`src/rtl/ball_dir_ctrl_pkg.sv`:
```
// Shared pong definitions: FSM state encoding and
// game-length defaults used by RTL and bench.
package ball_dir_ctrl_pkg;

  typedef enum logic [2:0] {
    S_IDLE,
    S_SERVE,
    S_PLAY,
    S_MISS,
    S_OVER
  } state_t;

  localparam int SCORE_MAX_DEF   = 7;
  localparam int SERVE_TICKS_DEF = 4;

endpackage

```
`src/rtl/paddle_hit.sv`:
```
// Paddle span test: ball row within the paddle,
// evaluated one bit wider so the span never wraps.
module paddle_hit #(
  parameter int BIT_OF_WIDTH = 3,
  parameter int PADDLE_LEN   = 3
) (
  input  logic [BIT_OF_WIDTH-1:0] ball_y,
  input  logic [BIT_OF_WIDTH-1:0] paddle_top,
  output logic                    hit
);

  localparam int EW = BIT_OF_WIDTH + 1;
  localparam logic [EW-1:0] SPAN = EW'(PADDLE_LEN - 1);

  logic [EW-1:0] y_ext;
  logic [EW-1:0] top_ext;
  logic [EW-1:0] bot_ext;

  assign y_ext   = {1'b0, ball_y};
  assign top_ext = {1'b0, paddle_top};
  assign bot_ext = top_ext + SPAN;
  assign hit     = (y_ext >= top_ext) && (y_ext <= bot_ext);

endmodule

```
`src/rtl/ball_dir_ctrl.sv`:
```
// Pong ball direction / rally controller: serve,
// wall and paddle reflection, miss scoring, game over.
module ball_dir_ctrl
  import ball_dir_ctrl_pkg::*;
#(
  parameter int WIDTH        = 8,
  parameter int BIT_OF_WIDTH = 3,
  parameter int PADDLE_LEN   = 3,
  parameter int SCORE_MAX    = SCORE_MAX_DEF,
  parameter int SERVE_TICKS  = SERVE_TICKS_DEF
) (
  input  logic                    clk,
  input  logic                    rst,
  input  logic                    tick,
  input  logic                    start,
  input  logic [BIT_OF_WIDTH-1:0] ball_x,
  input  logic [BIT_OF_WIDTH-1:0] ball_y,
  input  logic [BIT_OF_WIDTH-1:0] paddle_l,
  input  logic [BIT_OF_WIDTH-1:0] paddle_r,
  output logic                    x_dir,
  output logic                    y_dir,
  output logic                    en,
  output logic                    endgame,
  output logic [BIT_OF_WIDTH-1:0] score_l,
  output logic [BIT_OF_WIDTH-1:0] score_r
);

  localparam int BW = BIT_OF_WIDTH;
  localparam int CW = 8;
  localparam logic [BW-1:0] X_MAX   = BW'(WIDTH - 1);
  localparam logic [BW-1:0] X_HIT_R = BW'(WIDTH - 2);
  localparam logic [BW-1:0] X_HIT_L = BW'(1);
  localparam logic [BW-1:0] S_MAX   = BW'(SCORE_MAX);
  localparam logic [CW-1:0] C_LAST  = CW'(SERVE_TICKS - 1);

  state_t        state, state_d;
  logic          x_dir_d, y_dir_d, en_d, endgame_d;
  logic [BW-1:0] score_l_d, score_r_d;
  logic [CW-1:0] cnt, cnt_d;
  logic          loser, loser_d;
  logic          hit_l, hit_r;

  paddle_hit #(
    .BIT_OF_WIDTH(BW),
    .PADDLE_LEN  (PADDLE_LEN)
  ) u_hit_l (
    .ball_y    (ball_y),
    .paddle_top(paddle_l),
    .hit       (hit_l)
  );

  paddle_hit #(
    .BIT_OF_WIDTH(BW),
    .PADDLE_LEN  (PADDLE_LEN)
  ) u_hit_r (
    .ball_y    (ball_y),
    .paddle_top(paddle_r),
    .hit       (hit_r)
  );

  always_ff @(posedge clk or posedge rst) begin
    if (rst) begin
      state   <= S_IDLE;
      x_dir   <= 1'b0;
      y_dir   <= 1'b0;
      en      <= 1'b0;
      endgame <= 1'b0;
      score_l <= '0;
      score_r <= '0;
      cnt     <= '0;
      loser   <= 1'b0;
    end else begin
      state   <= state_d;
      x_dir   <= x_dir_d;
      y_dir   <= y_dir_d;
      en      <= en_d;
      endgame <= endgame_d;
      score_l <= score_l_d;
      score_r <= score_r_d;
      cnt     <= cnt_d;
      loser   <= loser_d;
    end
  end

  always_comb begin
    state_d   = state;
    x_dir_d   = x_dir;
    y_dir_d   = y_dir;
    en_d      = en;
    endgame_d = endgame;
    score_l_d = score_l;
    score_r_d = score_r;
    cnt_d     = cnt;
    loser_d   = loser;
    unique case (state)
      S_IDLE: begin
        if (start) begin
          state_d   = S_SERVE;
          x_dir_d   = loser;
          y_dir_d   = 1'b0;
          en_d      = 1'b0;
          score_l_d = '0;
          score_r_d = '0;
        end
      end
      S_SERVE: begin
        if (tick) begin
          state_d = S_PLAY;
          en_d    = 1'b1;
        end
      end
      S_PLAY: begin
        if (tick) begin
          if (!y_dir && ball_y == X_MAX)
            y_dir_d = 1'b1;
          else if (y_dir && ball_y == '0)
            y_dir_d = 1'b0;
          // loser flag doubles as the next serve direction
          if (x_dir && ball_x == '0) begin
            if (score_r != S_MAX)
              score_r_d = score_r + 1'b1;
            loser_d = 1'b1;
            en_d    = 1'b0;
            cnt_d   = '0;
            state_d = S_MISS;
          end else if (!x_dir && ball_x == X_MAX) begin
            if (score_l != S_MAX)
              score_l_d = score_l + 1'b1;
            loser_d = 1'b0;
            en_d    = 1'b0;
            cnt_d   = '0;
            state_d = S_MISS;
          end else if (x_dir && ball_x == X_HIT_L && hit_l) begin
            x_dir_d = 1'b0;
          end else if (!x_dir && ball_x == X_HIT_R && hit_r) begin
            x_dir_d = 1'b1;
          end
        end
      end
      S_MISS: begin
        if (tick) begin
          if (cnt == C_LAST) begin
            cnt_d = '0;
            if (score_l == S_MAX || score_r == S_MAX) begin
              state_d   = S_OVER;
              endgame_d = 1'b1;
            end else begin
              state_d = S_SERVE;
              x_dir_d = loser;
              y_dir_d = 1'b0;
            end
          end else begin
            cnt_d = cnt + 1'b1;
          end
        end
      end
      S_OVER: begin
        if (start) begin
          state_d   = S_SERVE;
          endgame_d = 1'b0;
          score_l_d = '0;
          score_r_d = '0;
          loser_d   = 1'b0;
          x_dir_d   = 1'b0;
          y_dir_d   = 1'b0;
        end
      end
      default: state_d = S_IDLE;
    endcase
  end

endmodule

```
`config.mk`:
```
export PLATFORM = sky130hd
export DESIGN_NAME = ball_dir_ctrl
export DESIGN_NICKNAME = d
export VERILOG_FILES = /design/src/rtl/ball_dir_ctrl_pkg.sv /design/src/rtl/paddle_hit.sv /design/src/rtl/ball_dir_ctrl.sv
export SDC_FILE = /design/constraint.sdc
export NUM_CORES = 1
export LEC_CHECK = 0
export ABC_AREA = 1
export BUFFER_PORTS_ARGS = -buffer_cell sky130_fd_sc_hd__clkbuf_2
export CORE_MARGIN = 4
export CORE_UTILIZATION = 60
export CTS_BUF_LIST = sky130_fd_sc_hd__clkbuf_2
export DETAILED_ROUTE_END_ITERATION = 7
export GPL_TIMING_DRIVEN = 0
export MAX_ROUTING_LAYER = met4
export PLACE_DENSITY = 0.87
export SLEW_MARGIN = 20
export SYNTH_ARGS = -nofsm -noshare
export SYNTH_HDL_FRONTEND = slang
export SYNTH_SLANG_ARGS = --single-unit
```
`constraint.sdc`:
```
create_clock -name clk -period 4.15 [get_ports clk]
set_input_delay 0 -clock clk [delete_from_list [all_inputs] [get_ports clk]]
set_output_delay 0 -clock clk [all_outputs]
set_load 0.02 [all_outputs]
```
# == Word-level counts from Yosys, hierarchy flattened ==
# Index checks and enable logic that the tools add are counted.
# Widths: inputs -> output; s select.
# classes
eq_ne,31
add_sub_neg,5
n_mux,55
n_reduce_logical,33
magnitude_cmp,4
# ops
cell,count
$mux 3,16
$mux 8,5
$ne 2x2->1 const B,14
$mux 1,25
$eq 3x3->1 const B,6
$pmux 8 s2,1
$ne 3x3->1 const B,5
$reduce_and 5->1,3
$pmux 3 s2,2
$pmux 3 s4,1
$reduce_and 6->1,2
$logic_and 1x1->1,10
$reduce_and 10->1,1
$logic_not 3->1,3
$add 3x2->4 const B,2
$add 8x1->8 const B,1
$eq 8x2->1 const B,1
$le 3x4->1,2
$reduce_and 4->1,2
$reduce_bool 2->1,4
$reduce_and 7->1,1
$add 3x1->3 const B,2
$eq 3x1->1 const B,2
$eq 3x2->1 const B,2
other kinds (10),15
# word_totals
in_bits,16
output_inout_bits,10
regBits,22
word_cells,137

# == Longest topological paths before layout ==
# depth
ltp_word,10
mapped_depth,12

# == Hierarchy ==
# A second synthesis with hierarchy kept.
# unflattened
cells_unflattened,255
area_unflattened_um2,1736.7
# by_module_without_submodules
module,seq_area_each_um2,n_inst,cells_each,area_per_inst_um2
ball_dir_ctrl,550.5,1,203,1402.6
paddle_hit at u_hit_r,0.0,1,26,168.9
paddle_hit at u_hit_l,0.0,1,26,165.2

# == Worst setup path after synthesis ==
# Ideal clock, no wire load.
# synth_timing
kind,register -> register
from,reg score_l[0]
to,reg x_dir
setup_ps,117
path_slack_ps,2470
path_buffers,0
arrival_time_ps,1563
required_time_ps,4033
stages_incl_launch_ff,11
cell_sequence,dfrtp_1 > ha_1 > ha_1 > nor2_1 > nor2_1 > o21ai_0 > nand3_1 > nor2_1 > nand2_1 > nand2_1 > nand2_1
# synth_via
elab_chain_cells,4
# synth_lines
element,line,text
start: declaration,ball_dir_ctrl.sv:24,"output logic [BIT_OF_WIDTH-1:0] score_l,"
start signal: assignment,ball_dir_ctrl.sv:78,score_l <= score_l_d;
$eq 3x3->1,ball_dir_ctrl.sv:144,if (score_l == S_MAX || score_r == S_MAX) begin
$logic_or 1x1->1,ball_dir_ctrl.sv:144,
$ne 2x2->1 (no line),n/a,
$reduce_and 10->1 (no line),n/a,
end signal: assignment,ball_dir_ctrl.sv:74,x_dir <= x_dir_d;
end: declaration,ball_dir_ctrl.sv:20,"output logic x_dir,"
# No other way between the ends.
# A chain may end at the register's enable or synchronous reset.

# == Worst setup path after layout ==
# layout_timing
from,reg score_r[0]
to,reg x_dir
# layout_via
elab_chain_cells,4
# layout_lines
element,line,text
start: declaration,ball_dir_ctrl.sv:25,output logic [BIT_OF_WIDTH-1:0] score_r
start signal: assignment,ball_dir_ctrl.sv:79,score_r <= score_r_d;
$eq 3x3->1,ball_dir_ctrl.sv:144,
$logic_or 1x1->1,ball_dir_ctrl.sv:144,
$ne 2x2->1 (no line),n/a,
$reduce_and 10->1 (no line),n/a,
# No other way between the ends.

==> impl_results.md <==
- Crit share post-route: 0.433
- CP peak stage delay: 0.46 ns
- Max rail drop VDD: 427 µV
- Adder-Cell Fraction of Synth Area: 0.125
- Via density: approximately 5.3
- Yosys cell types: 28
- Grt total ovfl: 0
- Mux cell area share after synthesis: 0
- Clock tree buffer depth: 2
- Post_cts resized: 0
- Hold crit path type: in2reg
- Worst slack at placement: 2.38 ns
- Flop and latch count out of synthesis: 22
- Post-DP HPWL: approximately 2.7 mm
- Warnings from Yosys: 0
- Diodes inserted: 0
- Vias in the first global route: between 1000 and 1500
- Antenna-violating nets left: 0
- Finished Layout Cells: 299
- Core area: 0.00273 mm²
- Prevailing post-synth register cell: dfrtp_1
- Leakage power: 1.06 nW
- Endpoint class of the critical path: flip-flop
- GP Congestion: about 0.9
- Avg Cell Area, Syn: just over 7 µm²
- Final WS setup: ~2.4 ns
- Synthesized instance count: 237
- Routed WL: 3.37 mm
- Hold_buf cts: 2
- Netlist Area Pre-Place: roughly 0.0017 mm²
- Data arrival time of the worst path: roughly 2.0 ns
- Max Cap Viol: 0
- Share of synthesized registers carrying an async set or reset: 1.00
- Number of enable flip-flop cells after synthesis: 0
- Most common cell after layout, fill and taps aside: nand2_1
- Residual DRC: 0
- Worst-Skew Late Latency: 0.32 ns
- XOR/XNOR Fraction of Synth Area: 0.0310
- Endpoints failing setup: 0
- First-pass DRT Iterations: 4
- Final core occ: 0.695
- Area delta synth->final: 11.9%
- Port Buffers: 25
- First-pass GRT wire length: 5.81 mm
- Hold Violations, Final: 0
- RSZ-0062 raised after global routing: false
- Critical-path top delay cell: dfrtp_1
- Combinational family with the most area after synthesis: simple AND/OR/NAND/NOR gates
- Placed Cells: about 290
- Post-synthesis sequential area ratio: 0.324
- Synth Area in Compound Gates: 0.0803
- Initial Util: 0.621
- Post-Synth Simple-Gate Area: 0.359
- Post-Syn Nets: 270
- DR WL/cell: 11.3 µm
- Power Dens Cells: 544 mW/mm²
- Layout cells sized above 1: 0.160
- # fillers: 229
- Initial antenna violation count: 0
- Largest net degree at the start of global routing: 23
- CP cell instances: ha_1 -> ha_1 -> nor2_1 -> nor2_1 -> o21ai_0 -> nand3_1 -> nor2_1 -> nand2_1 -> nand2_1 -> nand2_1
- Run status: completed
- Clock skew: 0.00452 ns
- Fin crit period: 1.80 ns
- Via count: approximately 1600
- Setup CP Type: reg2reg
- Crit path buffers/inverters: 0
- Total setup buffers inserted after CTS: 0
- Final setup TNS: 0 ns
- Clock Sinks: 22
- Chip Width: 61.2 µm
- Worst Max-Slew Pin Slew: 0.814 ns
- DR iter-0 viols: 80
- Clock slew seen by the registers of the worst setup and hold paths: 0.19 ns
- Nets: 302
- Die area: approximately 0.0037 mm²
- CTS HTree Levels: 1
- Max_slew headroom: 0.457
- TritonCTS buffer count: 3
- Hold path start: ball_x[0]
- Req. time, crit path: 4.39 ns
- TritonCTS clock tree: built
- Worst R2R Start: score_r[0]
- Num rows: 19
- Root buffer cell: clkbuf_2
- CP max FO: 4
- Die Y: 61.2 µm
- CP top delay family: simple AND/OR/NAND/NOR gates
- Most frequent cells in the layout: nand2_1 (65), inv_1 (30), clkbuf_2 (28), nand3_1 (23), dfrtp_1 (22)
- Slew Limit Fails: 0
- GRT Util Overall: 0.203
- Startpoint Class: flip-flop
- IO Count: 26
- Worst Setup SP: score_r[0]
- FMAX: roughly 0.56 GHz
synthesized netlist by cell type, types with 3 or more instances:
master     n  area [µm²]
dfrtp_1   22         551
nor2_2     3        18.8
nand3_1   23         115
ha_1      17         213
inv_2      4        15.0
nor3_1     4        20.0
nor2_1    19        71.3
nand3b_1   5        37.5
nand4_1    6        37.5
a21oi_1    4        20.0
inv_1     30         113
nand2_1   65         244
xor2_1     5        43.8
o21ai_0   10        50.1
o21ai_1    7        35.0
where the power goes:
group | leakage [nW] | internal (mW) | switching (mW)
clock network | 0.0140 | 0.0210 | 0.0606
registers | 0.287 | 0.285 | 0.0680
logic | 0.758 | 0.208 | 0.392
layer usage:
metal | track usage | routed length (µm) | share of wire | up-vias
li1 | - | - | - | 834
met1 | 0.252 | 1600 | 0.48 | 708
met2 | 0.344 | 1580 | 0.47 | 36
met3 | 0.0398 | 148 | 0.044 | 4
met4 | 0.0402 | 31 | 0.0092 | 0
met5 | - | 0 | 0 | -
metrics by stage:
step | instance area [µm²] | hold WS, ns | total power, mW
floorplan | 1700 | -0.0108 | 0.800
global placement | 1860 | 0.182 | 0.936
detailed placement | 1860 | 0.186 | 0.956
CTS | 1900 | 0.0523 | 1.04
global route | 1900 | 0.0599 | 1.15
finish | 1900 | 0.0651 | 1.03
worst reg2reg max path, cell delays in order, from the launching register on:
cell	delay, ns
dfrtp_1	0.46
ha_1	0.21
ha_1	0.21
nor2_1	0.10
nor2_1	0.06
o21ai_0	0.22
nand3_1	0.14
nor2_1	0.15
nand2_1	0.07
nand2_1	0.05
nand2_1	0.04
final timing paths:
| kind | to | slack, ns | cells past startpoint |
|---|---|---|---|
| setup / recovery | x_dir | 2.35 | 10 |
| hold / removal | loser | 0.07 | 4 |
| setup reg to reg | x_dir | 2.35 | 10 |
| hold reg to reg | en | 0.51 | 2 |
| max in group asynchronous | cnt[4] | 3.32 | 3 |
| min in group asynchronous | score_r[1] | 0.34 | 3 |
layout make-up:
| cell class | instances | area (µm²) | area share |
|---|---|---|---|
| Clock buffer | 3 | 15.0 | 0.00790 |
| Timing Repair Buffer | 27 | 145 | 0.0764 |
| Clock inverter | 1 | 3.75 | 0.00197 |
| Sequential cell | 22 | 551 | 0.290 |
| Buffer | 2 | 8.76 | 0.00461 |
| Inverter | 34 | 128 | 0.0671 |
| Tap cell | 31 | 38.8 | 0.0204 |
| Multi-Input combinational cell | 179 | 1010 | 0.532 |
state kept, by name (all words and copies together) (netlist names):
register  flops
cnt           8
score_l       3
score_r       3
state         3
en            1
endgame       1
loser         1
x_dir         1
y_dir         1
logic make-up (layout without fill, tap and decap cells):
group           after synthesis  after routing
simple gates                131            131
buf+inv                      36             67
fa+ha+maj                    17             17
compound gates               25             25
xor+xnor                      6              6
flops                        22             22
No activity file was read; power rests on OpenSTA's default activity.
